## src/rtl/fetch_stage_pkg.sv

```systemverilog
// Shared fetch-stage definitions: PC constants, NOP encoding and IF/ID slot layout.
package fetch_stage_pkg;

    localparam logic [31:0] PC_RESET     = 32'h0040_0000;
    localparam logic [31:0] PC_INCREMENT = 32'h0000_0004;
    localparam logic [31:0] NOP_WORD     = 32'h0000_0000;

    // IF/ID field widths, shared with the decode stage
    localparam int unsigned IFID_INSTR_WIDTH = 32;
    localparam int unsigned IFID_PC_WIDTH    = 32;

    typedef struct packed {
        logic [IFID_INSTR_WIDTH-1:0] instr;
        logic [IFID_PC_WIDTH-1:0]    pc;
        logic [IFID_PC_WIDTH-1:0]    pcPlus4;
        logic                        valid;
    } ifidSlot_t;

    // Word-align an address by clearing its two low bits
    function automatic logic [31:0] alignWord(input logic [31:0] addr);
        return {addr[31:2], 2'b00};
    endfunction

endpackage

```

## src/rtl/fetch_pc_select.sv

```systemverilog
// Next-PC priority mux: priming, redirect (word-aligned), stall, sequential.
module fetch_pc_select
    import fetch_stage_pkg::*;
(
    input  logic        started,
    input  logic        redirect,
    input  logic [31:0] redirectTarget,
    input  logic        stall,
    input  logic [31:0] pc,
    output logic [31:0] nextPc,
    output logic        misaligned
);

    // Priority: priming beats redirect beats stall beats sequential fetch
    always_comb begin
        nextPc = pc + PC_INCREMENT;
        if (!started) begin
            nextPc = PC_RESET;
        end else if (redirect) begin
            nextPc = alignWord(redirectTarget);
        end else if (stall) begin
            nextPc = pc;
        end
    end

    // Only a redirect that is actually taken can report a misaligned target
    always_comb begin
        misaligned = started && redirect && (redirectTarget[1:0] != 2'b00);
    end

endmodule

```

## src/rtl/fetch_stage.sv

```systemverilog
// Instruction-fetch stage: owns the PC, drives the synchronous ROM and fills IF/ID.
module fetch_stage
    import fetch_stage_pkg::*;
(
    input  logic        clock,
    input  logic        reset,
    input  logic        stall_in,
    input  logic        redirect_in,
    input  logic [31:0] redirect_target_in,
    output logic [31:0] imem_addr_out,
    input  logic [31:0] imem_data_in,
    output logic [31:0] ifid_instr_out,
    output logic [31:0] ifid_pc_out,
    output logic [31:0] ifid_pc_plus4_out,
    output logic        ifid_valid_out,
    output logic        misaligned_out,
    output logic [31:0] fetch_count_out
);

    // pc is the address of the word currently arriving on imem_data_in
    logic [31:0] pc;
    logic        started;
    logic [31:0] nextPc;
    logic        misalignedNext;
    ifidSlot_t   ifid;
    logic        misaligned;
    logic [31:0] fetchCount;

    fetch_pc_select pcSelect (
        .started        (started),
        .redirect       (redirect_in),
        .redirectTarget (redirect_target_in),
        .stall          (stall_in),
        .pc             (pc),
        .nextPc         (nextPc),
        .misaligned     (misalignedNext)
    );

    // ROM address is the next PC so the word lands on the edge that latches it into pc
    assign imem_addr_out = nextPc;

    // PC and priming flag; the first edge after reset only primes the ROM
    always_ff @(posedge clock or posedge reset) begin
        if (reset) begin
            pc      <= PC_RESET;
            started <= 1'b0;
        end else begin
            pc      <= nextPc;
            started <= 1'b1;
        end
    end

    // IF/ID slot and fetch counter: flush on redirect, hold on stall, else load
    always_ff @(posedge clock or posedge reset) begin
        if (reset) begin
            ifid       <= '{instr: NOP_WORD, pc: '0, pcPlus4: '0, valid: 1'b0};
            fetchCount <= '0;
        end else if (!started || redirect_in) begin
            ifid <= '{instr: NOP_WORD, pc: '0, pcPlus4: '0, valid: 1'b0};
        end else if (!stall_in) begin
            ifid       <= '{instr: imem_data_in, pc: pc, pcPlus4: pc + PC_INCREMENT,
                            valid: 1'b1};
            fetchCount <= fetchCount + 32'd1;
        end
    end

    // One-cycle pulse after a taken redirect to an unaligned target
    always_ff @(posedge clock or posedge reset) begin
        if (reset) begin
            misaligned <= 1'b0;
        end else begin
            misaligned <= misalignedNext;
        end
    end

    assign ifid_instr_out    = ifid.instr;
    assign ifid_pc_out       = ifid.pc;
    assign ifid_pc_plus4_out = ifid.pcPlus4;
    assign ifid_valid_out    = ifid.valid;
    assign misaligned_out    = misaligned;
    assign fetch_count_out   = fetchCount;

endmodule

```

## config.mk

```make
export PLATFORM = sky130hd
export DESIGN_NAME = fetch_stage
export DESIGN_NICKNAME = d
export VERILOG_FILES = /design/src/rtl/fetch_stage_pkg.sv /design/src/rtl/fetch_pc_select.sv /design/src/rtl/fetch_stage.sv
export SDC_FILE = /design/constraint.sdc
export NUM_CORES = 1
export LEC_CHECK = 0
export ABC_AREA = 0
export BUFFER_PORTS_ARGS = -buffer_cell sky130_fd_sc_hd__buf_2
export CAP_MARGIN = 20
export CORE_MARGIN = 2
export CORE_UTILIZATION = 40
export CTS_CLUSTER_SIZE = 24
export DETAILED_ROUTE_END_ITERATION = 7
export PLACE_DENSITY = 0.68
export SLEW_MARGIN = 20
export SYNTH_ARGS = -nofsm -noshare
export SYNTH_HDL_FRONTEND = slang
export SYNTH_HIERARCHICAL = 1
export SYNTH_SLANG_ARGS = --single-unit
```

## constraint.sdc

```tcl
create_clock -name clock -period 8.6 [get_ports clock]
set_input_delay 1.72 -clock clock [delete_from_list [all_inputs] [get_ports clock]]
set_output_delay 1.72 -clock clock [all_outputs]
set_load 0.01 [all_outputs]
```

Yosys cells after proc, flatten, opt, wreduce, memory -nomap -nowiden. Cells that the tools add are included.

Equality and inequality tests: 1. Bitwise gates (word level): 2. Reduce and logical (&&, ||, !) cells: 6. Add/sub/neg operators: 2. Muxes and demuxes: 5.

Operators with widths (number): two-way mux 97 bit (2); two-way mux 32 bit (3); adder 32 x 1 -> 32 bit (second input constant) (1); adder 32 x 3 -> 32 bit (second input constant) (1); logical AND 1 bit (2); inequality test 2 x 1 -> 1 bit (second input constant) (1); inverter 1 bit (2); AND reduction 2 bit (1); nonzero test 2 bit (1); zero test 1 bit (1); logical OR 1 bit (1).

Register bits after elaboration: 163. Logic and storage cells: 24.

Longest topological paths before layout. Gate-level depths: netlist (run 1).

Depth after elaboration: 4. Mapped depth: 7. Mapped depth without buffers: 5.

Cells and area by module. The synthesis (run 1) kept the hierarchy.

By module, submodules not included: fetch_stage (cells an instance 533, area an instance 6468.7 um2, times used 1); fetch_pc_select (cells an instance 182, area an instance 1129.8 um2, times used 1).

Worst setup path before layout (run 1). OpenSTA, ideal clock, no wires.

Path kind: input -> output. Start point: input port stall_in. End point: output port imem_addr_out[20]. Stages: 5. Data arrival time: 3.099 ns. Setup slack: 3.781 ns. Required time: 6.880 ns. Buffers on the path: 1. Cell sequence: and3b_1 > clkbuf_1 > nand4_1 > or4_1 > a31oi_1.

Cells in the longest elaborated chain, start to end: 3.

Ends and longest elaborated chain: start, declared (line fetch_stage.sv:7) `input logic stall_in,`; two-way mux 32 bit (line fetch_pc_select.sv:21) `end else if (stall) begin`; two-way mux 32 bit (line fetch_pc_select.sv:19) `end else if (redirect) begin`; two-way mux 32 bit (line fetch_pc_select.sv:17) `if (!started) begin`; end, declared (line fetch_stage.sv:10) `output logic [31:0] imem_addr_out,`.

Every way passes these cells.

Worst setup path after layout (run 1).
Start point: input port redirect_in. End point: output port imem_addr_out[22].

Cells in the longest elaborated chain, start to end: 2.

Ends and longest elaborated chain: start, declared (line fetch_stage.sv:8) `input logic redirect_in,`; two-way mux 32 bit (line fetch_pc_select.sv:19); two-way mux 32 bit (line fetch_pc_select.sv:17).

Every way passes these cells.

==> results of run 1 <==
[per-layer routing]
metal  wire length (um)  global-route usage, %
met1               9490                   29.7
met2               9950                   32.1
met3               1570                   4.93
met4                211                   5.42
met5                  0                      0
[where the power goes]
part	switching, W	internal (W)	leakage [nW]
Combinational	0.0000909	0.0000657	2.26
Clock	0.000315	0.000455	0.292
Sequential	0.0000582	0.000788	2.19
Total	0.000464	0.00131	4.74
[cell families (layout without fill, tap and decap cells)]
group	Yosys count	count (layout)	share of synthesized area, %
AOI/OAI and AO/OA	173	173	17.1
xor gates and xnor gates	55	55	6.34
adders and majority gates	3	3	0.494
buffers and inverters	61	273	3.36
DFF	161	161	53.0
muxes	1	1	0.132
other	1	1	0.0494
and+or+nand+nor	260	260	19.5
[sequential cells by signal, summed over array words and instances (netlist names)]
| name | flops |
|---|---|
| started | 1 |
| fetch_count_out | 32 |
| ifid_instr_out | 32 |
| ifid_valid_out | 1 |
| misaligned_out | 1 |
| ifid_pc_out | 32 |
| ifid_pc_plus4_out | 30 |
| pc | 32 |
[layout by cell type (no fill, tap or decap), types with 11 or more instances in the layout]
master / instances
a31oi_1: 13
and3_1: 17
nand4_1: 26
nand2_1: 60
dfrtp_1: 159
and2_1: 12
a22o_1: 62
o31ai_1: 11
xor2_1: 27
o21ai_0: 42
and4_1: 16
nor2_1: 18
nand3_1: 33
xnor2_1: 28
buf_2: 229
clkbuf_16: 17
or4_1: 20
nor3_1: 16
[final timing paths]
path | startpoint | end | slack, ps
worst max-delay path | redirect_in | imem_addr_out[22] | 3050
worst min-delay path | fetch_count_out[31] | fetch_count_out[31] | 470
worst max register to register | pc[5] | pc[31] | 6010
worst min register to register | fetch_count_out[31] | fetch_count_out[31] | 470
max in group asynchronous | reset | ifid_pc_out[2] | 5930
min in group asynchronous | reset | fetch_count_out[26] | 1430
[cell usage after synthesis, types with 2 or more instances]
cell | number | area [um2]
a22o_1 | 62 | 543
and2_1 | 12 | 75.1
and3b_1 | 2 | 17.5
or4b_1 | 3 | 30.0
nand4_1 | 26 | 163
o311a_1 | 6 | 60.1
inv_1 | 9 | 33.8
nand3_1 | 33 | 165
dfrtp_1 | 160 | 4000
a31oi_1 | 13 | 81.3
buf_4 | 3 | 22.5
nor3_1 | 16 | 80.1
o211a_1 | 4 | 40.0
buf_2 | 5 | 25.0
and3_1 | 17 | 106
xor2_1 | 27 | 236
o211ai_1 | 10 | 75.1
a32oi_1 | 7 | 61.3
or4_1 | 20 | 150
nor4_1 | 9 | 56.3
ha_1 | 3 | 37.5
nand2_1 | 60 | 225
nor3b_1 | 3 | 22.5
or3_1 | 10 | 62.6
nor2_1 | 18 | 67.6
nor2b_1 | 2 | 12.5
nand3b_1 | 2 | 15.0
nand2b_1 | 4 | 25.0
o21ai_0 | 42 | 210
and4_1 | 16 | 140
xnor2_1 | 28 | 245
clkbuf_1 | 41 | 154
a21oi_1 | 6 | 30.0
a221o_1 | 4 | 40.0
nand4b_1 | 2 | 17.5
o31ai_1 | 11 | 82.6
[metrics by stage]
step,hold WS (ps),total power (W)
after floorplan,459,0.000932
after global placement,454,0.00101
after detailed placement,465,0.00102
after CTS,478,0.00179
after global routing,490,0.00184
final,468,0.00177
[final cells by class]
class | count | area (um2)
multi-input cells | 493 | 3320
clock buffers | 22 | 474
flip-flops and latches | 161 | 4030
well taps | 234 | 293
inverters | 9 | 38.8
repair buffers | 232 | 1170
fillers | 1746 | 9190
clock inverters | 10 | 125
==> impl_metrics.py, run 1 <==
metrics = {
    "status": {
        "outcome": "finished, final reports clean",
    },
    "global_route": {
        "gr-total-overflow": 0,
        "grt_pass1_vias": 6111,
        "antenna_found_initial": 0,
        "grt_pass1_wl_mm": 33.2,
        "grt_usage_pct": 20.8,
        "grt_max_degree": 95,
    },
    "critical_path": {
        "critPathBufInv": 3,
        "rr_worst_depth": 4,
        "critPathMaxStageDelay_ps": 610,
        "crit_family": "buffers and inverters",
        "worstPathArrival_ps": 3830,
        "path_depth": 6,
        "critical_path_peak_fanout": 41,
        "required_ps": 6880,
        "worst-setup-path-type": "in -> out",
        "crit_chain": "buf_2, inv_1, and3_1, and4_1, a311oi_1, buf_2",
        "cp-end-kind": "primary output",
        "cp_slowest_cell": "inv_1",
        "cp_common_cell": "buf_2",
        "crit_path_start_kind": "input pin",
    },
    "yosys": {
        "synth-edff-count": 0,
        "synth_seq_cells": 161,
        "synth_area_per_cell_um2": 10.6,
        "syn-cell-area_um2": 7600,
        "yosysWarnings": 6,
        "yosysUniqueCellTypes": 55,
        "seq_area_frac_synth_pct": 53.0,
        "synth_ff_type": "dfrtp_1",
        "synthArstFlopShare_pct": 100,
        "syn_inst": 715,
        "syn_nets": 786,
    },
    "sta": {
        "slew_headroom_pct": 27.7,
        "period_needed_ps": 5550,
        "fmax_ghz": 0.180,
        "setup_viol": 0,
        "setup_tns_ps": 0,
        "finClkSkew_ps": 10.2,
        "setup_ws_ps": 3050,
        "slew_violations": 0,
        "rsz0062_at_grt": "no",
        "tightest_slew_ps": 1080,
        "hold_viol_final": 0,
        "finalCritPeriodShare_pct": 64.5,
    },
    "clocking": {
        "cts.clk_slew.worst_paths_ps": 60,
        "clockBufferDepth": 2,
        "clock_latency_ps": 430,
        "cts_root_buf": "clkbuf_16",
        "h-tree-depth": 4,
        "ctsResizeCount": 0,
        "cts.sinks": 161,
        "cts_buffers": 17,
        "cts_setup_buffers": 0,
        "cts_hold_buf": 0,
        "cts_tree": "yes",
    },
    "placement": {
        "place_inst": 1129,
        "dpl_cell_area_um2": 8850,
        "hpwl_mm": 14.3,
        "dp_slack_ps": 3050,
        "io_buffers": 229,
        "gp_congestion": 0.824,
    },
    "die": {
        "fp.dieH_um": 142,
        "placementRows": 50,
        "core_area_um2": 18600,
        "die_width_um": 142,
        "num_io_pins": 230,
        "dieArea_um2": 20100,
        "start_util_pct": 40.8,
    },
    "pwr": {
        "ir_drop_v": 0.000129,
        "powerDensity_nw_per_um2": 187,
        "power.leakage_nw": 4.74,
    },
    "layout": {
        "syn2layout_area_growth_pct": 24.5,
        "layout-drive-gt1-share_pct": 29.4,
        "final_cells": 1161,
        "nets": 985,
        "antenna_cells": 0,
        "post-route-util_pct": 50.7,
        "finalInstanceArea_um2": 9460,
    },
    "min_path": {
        "hold_depth": 1,
        "holdCritPathClass": "reg -> reg",
    },
    "detailed_routing": {
        "vias": 6631,
        "wl_per_cell_um": 18.3,
        "wl_mm": 21.2,
        "ant_nets": 0,
        "dr.pass1.iters": 5,
        "dr.first_iter.drc_count": 474,
        "drc_errors": 0,
        "viasPerCell": 5.71,
    },
    "flow_run": {
        "drv_cap": 0,
    },
}
No activity file was read; power rests on OpenSTA's default activity.
==> inputs of run 2 (changes only) <==
==> constraint.sdc (replaced) <==
create_clock -name clock -period 5.2 [get_ports clock]
set_input_delay 1.04 -clock clock [delete_from_list [all_inputs] [get_ports clock]]
set_output_delay 1.04 -clock clock [all_outputs]
set_load 0.01 [all_outputs]
==> run 2 against run 1 <==
Net effect:
- power is 70% higher
- cell count is 0.17% higher
- via count is 0.29% lower
- non-clock buffer count is 2 higher
- first-iteration DRC count is 0.63% higher
- clock skew is 1.1 ps lower
- wire length hardly changed
- sequential power is 64% higher
- sequential share of layout area is 0.29 points lower
- count of clock-buffer cells in the layout is 4 lower
- global-route usage is 0.19 points higher
- critical path depth stayed put
==> impl_metrics.py, run 2 (synthesis results as in run 1) <==
metrics = {
    "layout": {
        "final_common_cell": "buf_2",
        "layout-drive-gt1-share_pct": 29.7,
        "layout_common_cells": "buf_2, dfrtp_1, a22o_1",
        "nets": 987,
        "final_cells": 1163,
        "syn2layout_area_growth_pct": 25.3,
        "post-route-util_pct": 51.1,
        "antenna_cells": 0,
    },
    "detailed_routing": {
        "dr.first_iter.drc_count": 477,
        "drc_errors": 0,
        "dr.pass1.iters": 4,
        "vias": 6612,
        "viasPerCell": 5.69,
        "ant_nets": 0,
        "wl_per_cell_um": 18.3,
        "wl_mm": 21.2,
    },
    "critical_path": {
        "crit_start": "stall_in",
        "worstPathArrival_ps": 3150,
        "crit-reg2reg-launch": "pc[5]",
        "cp_common_cell": "buf_2",
        "required_ps": 4160,
        "cp-end-kind": "primary output",
        "worst-setup-path-type": "in -> out",
        "cp_slowest_cell": "or4_1",
        "critPathMaxStageDelay_ps": 680,
        "critical_path_peak_fanout": 16,
        "crit_path_start_kind": "input pin",
        "crit_chain": "buf_2, and4b_1, nand4_1, or4_1, a31oi_1, buf_2",
    },
    "sta": {
        "finClkSkew_ps": 9.05,
        "setup_tns_ps": 0,
        "slew_headroom_pct": 27.2,
        "hold_viol_final": 0,
        "period_needed_ps": 4190,
        "fmax_ghz": 0.238,
        "tightest_slew_ps": 1090,
        "finalCritPeriodShare_pct": 80.7,
        "setup_viol": 0,
        "slew_violations": 0,
        "setup_ws_ps": 1010,
        "rsz0062_at_grt": "no",
    },
    "pwr": {
        "power.internal_w": 0.00224,
        "power_frac_clock_pct": 45.0,
        "sequentialPowerShare_pct": 46.2,
        "netSwitchingPower_w": 0.000777,
        "powerDensity_nw_per_um2": 317,
        "swShare_pct": 25.8,
        "ir_drop_v": 0.000246,
        "power.leakage_nw": 4.76,
        "power_frac_comb_pct": 8.8,
    },
    "die": {
        "dieArea_um2": 20100,
        "core_area_um2": 18600,
        "fp.dieH_um": 142,
        "start_util_pct": 40.8,
        "num_io_pins": 230,
        "die_width_um": 142,
        "placementRows": 50,
    },
    "clocking": {
        "cts_setup_buffers": 0,
        "clockBufferDepth": 2,
        "cts_root_buf": "clkbuf_16",
        "cts_tree": "yes",
        "cts_buffers": 17,
        "cts.sinks": 161,
        "ctsResizeCount": 0,
        "h-tree-depth": 4,
        "clock_latency_ps": 420,
        "cts_hold_buf": 0,
        "cts.clk_slew.worst_paths_ps": 60,
    },
    "placement": {
        "place_inst": 1131,
        "hpwl_mm": 14.1,
        "dp_slack_ps": 1050,
        "io_buffers": 229,
        "gp_congestion": 0.795,
    },
    "global_route": {
        "antenna_found_initial": 0,
        "grt_pass1_wl_mm": 33.5,
        "grt_pass1_vias": 6156,
        "use_met1_pct": 30.7,
        "gr-usage-met3_pct": 4.86,
        "grt_max_degree": 162,
        "grt.busiest_layer": "met2",
        "grt_usage_pct": 21.0,
        "gr-usage-met2_pct": 30.9,
        "gr-total-overflow": 0,
    },
    "status": {
        "outcome": "finished, final reports clean",
    },
    "min_path": {
        "holdCritPathClass": "reg -> reg",
        "min_from": "fetch_count_out[31]",
    },
    "flow_run": {
        "drv_cap": 0,
    },
}
[run 2: changes by cell type in the layout (fill, tap and decap cells not counted), moves of 2 or more]
cell        delta
clkbuf_1       -2
bufinv_16      +2
clkinvlp_4     +3
clkbuf_8       -2
clkinv_4       -2
buf_4          +2
[run 2: path summary, 6_finish.rpt]
kind / end / slack [ps] / cells past startpoint
setup / recovery: imem_addr_out[21] / 1010 / 6
hold / removal: fetch_count_out[31] / 460 / 1
setup reg to reg: pc[21] / 2560 / 4
hold reg to reg: fetch_count_out[31] / 460 / 1
max in group asynchronous: misaligned_out / 3550 / 3
min in group asynchronous: fetch_count_out[11] / 710 / 3
[run 2: area by class of cell]
class	instances	area, um2
Sequential cell	161	4030
Timing Repair Buffer	234	1200
Clock buffer	18	439
Inverter	9	37.5
Tap cell	234	293
Clock inverter	14	200
Multi-Input combinational cell	493	3320
Fill cell	1739	9130
[run 2: power groups by stage]
stage          Combinational (W)  Sequential, W  Clock, W
6_report                0.000266        0.00139   0.00136
5_1_grt                 0.000298        0.00140   0.00145
4_1_cts                 0.000270        0.00139   0.00139
3_5_place_dp            0.000269        0.00141         0
3_3_place_gp            0.000269        0.00141         0
2_1_floorplan           0.000146        0.00140         0
[run 2: worst max-delay path, delay by kind of cell]
kind,cells,cell delay [ps]
buffers and inverters,2,330
AND/OR/NAND/NOR,3,1560
AO/OA/AOI/OAI,1,220
[run 2: stage by stage]
stage          area (um2)  total power, W  hold slack, ps
6_report             9520         0.00302             464
5_1_grt              9520         0.00314             498
4_1_cts              9520         0.00305             470
3_5_place_dp         8880         0.00168             459
3_3_place_gp         8880         0.00168             454
2_1_floorplan        7600         0.00154             459
[run 2: layer usage]
layer  part of all wire [%]  vias up  wire, um
met4                    1.8        0       379
met5                      0        -         0
li1                       -     3119         -
met2                     45      251      9560
met3                    6.7       28      1420
met1                     47     3214      9880
==> inputs of run 3 (changes only) <==
--- a/config.mk
+++ b/config.mk
@@ -12,7 +12,7 @@
 export CORE_UTILIZATION = 40
 export CTS_CLUSTER_SIZE = 24
 export DETAILED_ROUTE_END_ITERATION = 7
-export PLACE_DENSITY = 0.68
+export PLACE_DENSITY = 0.7
 export SLEW_MARGIN = 20
 export SYNTH_ARGS = -nofsm -noshare
 export SYNTH_HDL_FRONTEND = slang
==> constraint.sdc (replaced) <==
create_clock -name clock -period 3.51 [get_ports clock]
set_input_delay 0.702 -clock clock [delete_from_list [all_inputs] [get_ports clock]]
set_output_delay 0.702 -clock clock [all_outputs]
set_load 0.01 [all_outputs]
==> run 3 against run 2 <==
Net effect:
- flip-flop and latch count unchanged
- via count increased by 2.2%
- count of clock-buffer cells in the layout increased by 4
- sequential share of layout area decreased by 0.22 points
- critical path depth decreased by 1
- cell count increased by 1.4%
- critical path type is now reg -> out
- critical endpoint is now imem_addr_out[27]
- largest cell class unchanged
- highest routed layer unchanged
==> impl_metrics.py, run 3 (synthesis results as in run 1) <==
metrics = {
    "status": {
        "outcome": "finished, final reports clean",
    },
    "die": {
        "core_area_um2": 18600,
        "dieArea_um2": 20100,
        "fp.dieH_um": 142,
        "start_util_pct": 40.8,
        "num_io_pins": 230,
        "die_width_um": 142,
        "placementRows": 50,
    },
    "detailed_routing": {
        "wl_mm": 21.9,
        "ant_nets": 0,
        "dr.pass1.iters": 7,
        "viasPerCell": 5.73,
        "drc_errors": 0,
        "vias": 6758,
        "wl_per_cell_um": 18.6,
        "dr.first_iter.drc_count": 535,
    },
    "layout": {
        "nets": 1004,
        "layout-drive-gt1-share_pct": 31.0,
        "antenna_cells": 0,
        "layout_common_cells": "buf_2, dfrtp_1, a22o_1",
        "multiInputGateArea_um2": 3330,
        "final_common_cell": "buf_2",
        "seq_area_um2": 4030,
        "fillers": 1724,
        "post-route-util_pct": 51.4,
        "syn2layout_area_growth_pct": 26.0,
    },
    "pwr": {
        "power.leakage_nw": 4.81,
        "powerDensity_nw_per_um2": 440,
        "ir_drop_v": 0.000328,
        "fin_total_pwr_w": 0.00422,
    },
    "critical_path": {
        "required_ps": 2810,
        "crit_chain": "nand4_1, or4_4, or4_1, a31oi_1, buf_2",
        "crit_path_start_kind": "flop",
        "r2r-end": "ifid_pc_plus4_out[22]",
        "worstPathArrival_ps": 2680,
        "r2r_setup_slack_ps": 1010,
        "endpoint": "imem_addr_out[27]",
        "rr_worst_depth": 5,
        "cp_slowest_cell": "or4_4",
        "crit-reg2reg-launch": "pc[2]",
        "critical_path_peak_fanout": 18,
        "critPathMaxStageDelay_ps": 610,
        "worst-setup-path-type": "reg -> out",
        "cp-end-kind": "primary output",
        "crit_start": "pc[22]",
    },
    "sta": {
        "setup_viol": 0,
        "finalCritPeriodShare_pct": 96.3,
        "rsz0062_at_grt": "no",
        "fmax_ghz": 0.296,
        "slew_violations": 0,
        "setup_tns_ps": 0,
        "finClkSkew_ps": 12.8,
        "setup_ws_ps": 129,
        "tightest_slew_ps": 963,
        "slew_headroom_pct": 35.8,
        "hold_viol_final": 0,
        "hold_ws_ps": 369,
        "period_needed_ps": 3380,
    },
    "placement": {
        "dp_slack_ps": 396,
        "io_buffers": 229,
        "gp_congestion": 0.855,
        "hpwl_mm": 15.2,
    },
    "global_route": {
        "antenna_found_initial": 0,
        "grt_pass1_wl_mm": 34.8,
        "grt_usage_pct": 21.7,
        "grt_pass1_vias": 6545,
        "grt_max_degree": 89,
        "gr-total-overflow": 0,
    },
    "min_path": {
        "holdCritPathClass": "in -> async",
    },
    "clocking": {
        "clockBufferDepth": 2,
        "cts_buffers": 17,
        "cts_root_buf": "clkbuf_16",
        "cts.clk_slew.worst_paths_ps": 60,
        "cts_tree": "yes",
        "h-tree-depth": 4,
        "clock_latency_ps": 410,
        "cts_hold_buf": 0,
        "cts.sinks": 161,
    },
    "flow_run": {
        "drv_cap": 0,
    },
}
## run 3: what timing repair did
action,in CTS,in global routing
resized for setup,1,3
buffers inserted,2,0
endpoints found under the setup margin,6,2
pin swaps,1,0
## run 3: how the worst min path moves through the flow
stage                         from  slack (ps)  cells past startpoint             endpoint
4_1_cts                      reset         380                      2   ifid_instr_out[23]
6_report                     reset         370                      2   ifid_instr_out[21]
5_1_grt                      reset         400                      2   ifid_instr_out[23]
2_1_floorplan                pc[0]         460                      1       ifid_pc_out[0]
3_3_place_gp   fetch_count_out[31]         450                      1  fetch_count_out[31]
3_5_place_dp   fetch_count_out[31]         460                      1  fetch_count_out[31]
## run 3: metal layers
metal  global-route usage [%]  up-vias  part of all wire, %
li1                         -     3135                    -
met1                     30.8     3321                   45
met2                     33.4      280                   47
met3                     5.37       22                  7.1
met4                     5.95        0                  1.5
met5                        0        -                    0
## run 3: final cells by class
type	count	share of cell area, %
Sequential cell	161	42.1
Timing Repair Buffer	251	14.0
Tap cell	234	3.06
Inverter	9	0.392
Clock inverter	9	0.889
Multi-Input combinational cell	493	34.7
Clock buffer	22	4.85
## run 3: metrics by stage
step | std cells | cell area, um2
final | 1179 | 9580
after global routing | 1179 | 9580
after CTS | 1179 | 9570
after detailed placement | 1146 | 9000
after global placement | 1146 | 9000
after floorplan | 715 | 7600
## run 3: worst max-delay path, delay by kind of cell, from the launching register on
kind,cells,cell delay (ps)
AO/OA/AOI/OAI,1,280
flip-flops,1,590
AND/OR/NAND/NOR,3,1200
buffers and inverters,1,190
## run 3: power by group
group | internal [W] | total, W | switching [W]
Combinational | 0.000176 | 0.000431 | 0.000255
Sequential | 0.00193 | 0.00204 | 0.000113
Clock | 0.00101 | 0.00174 | 0.000734
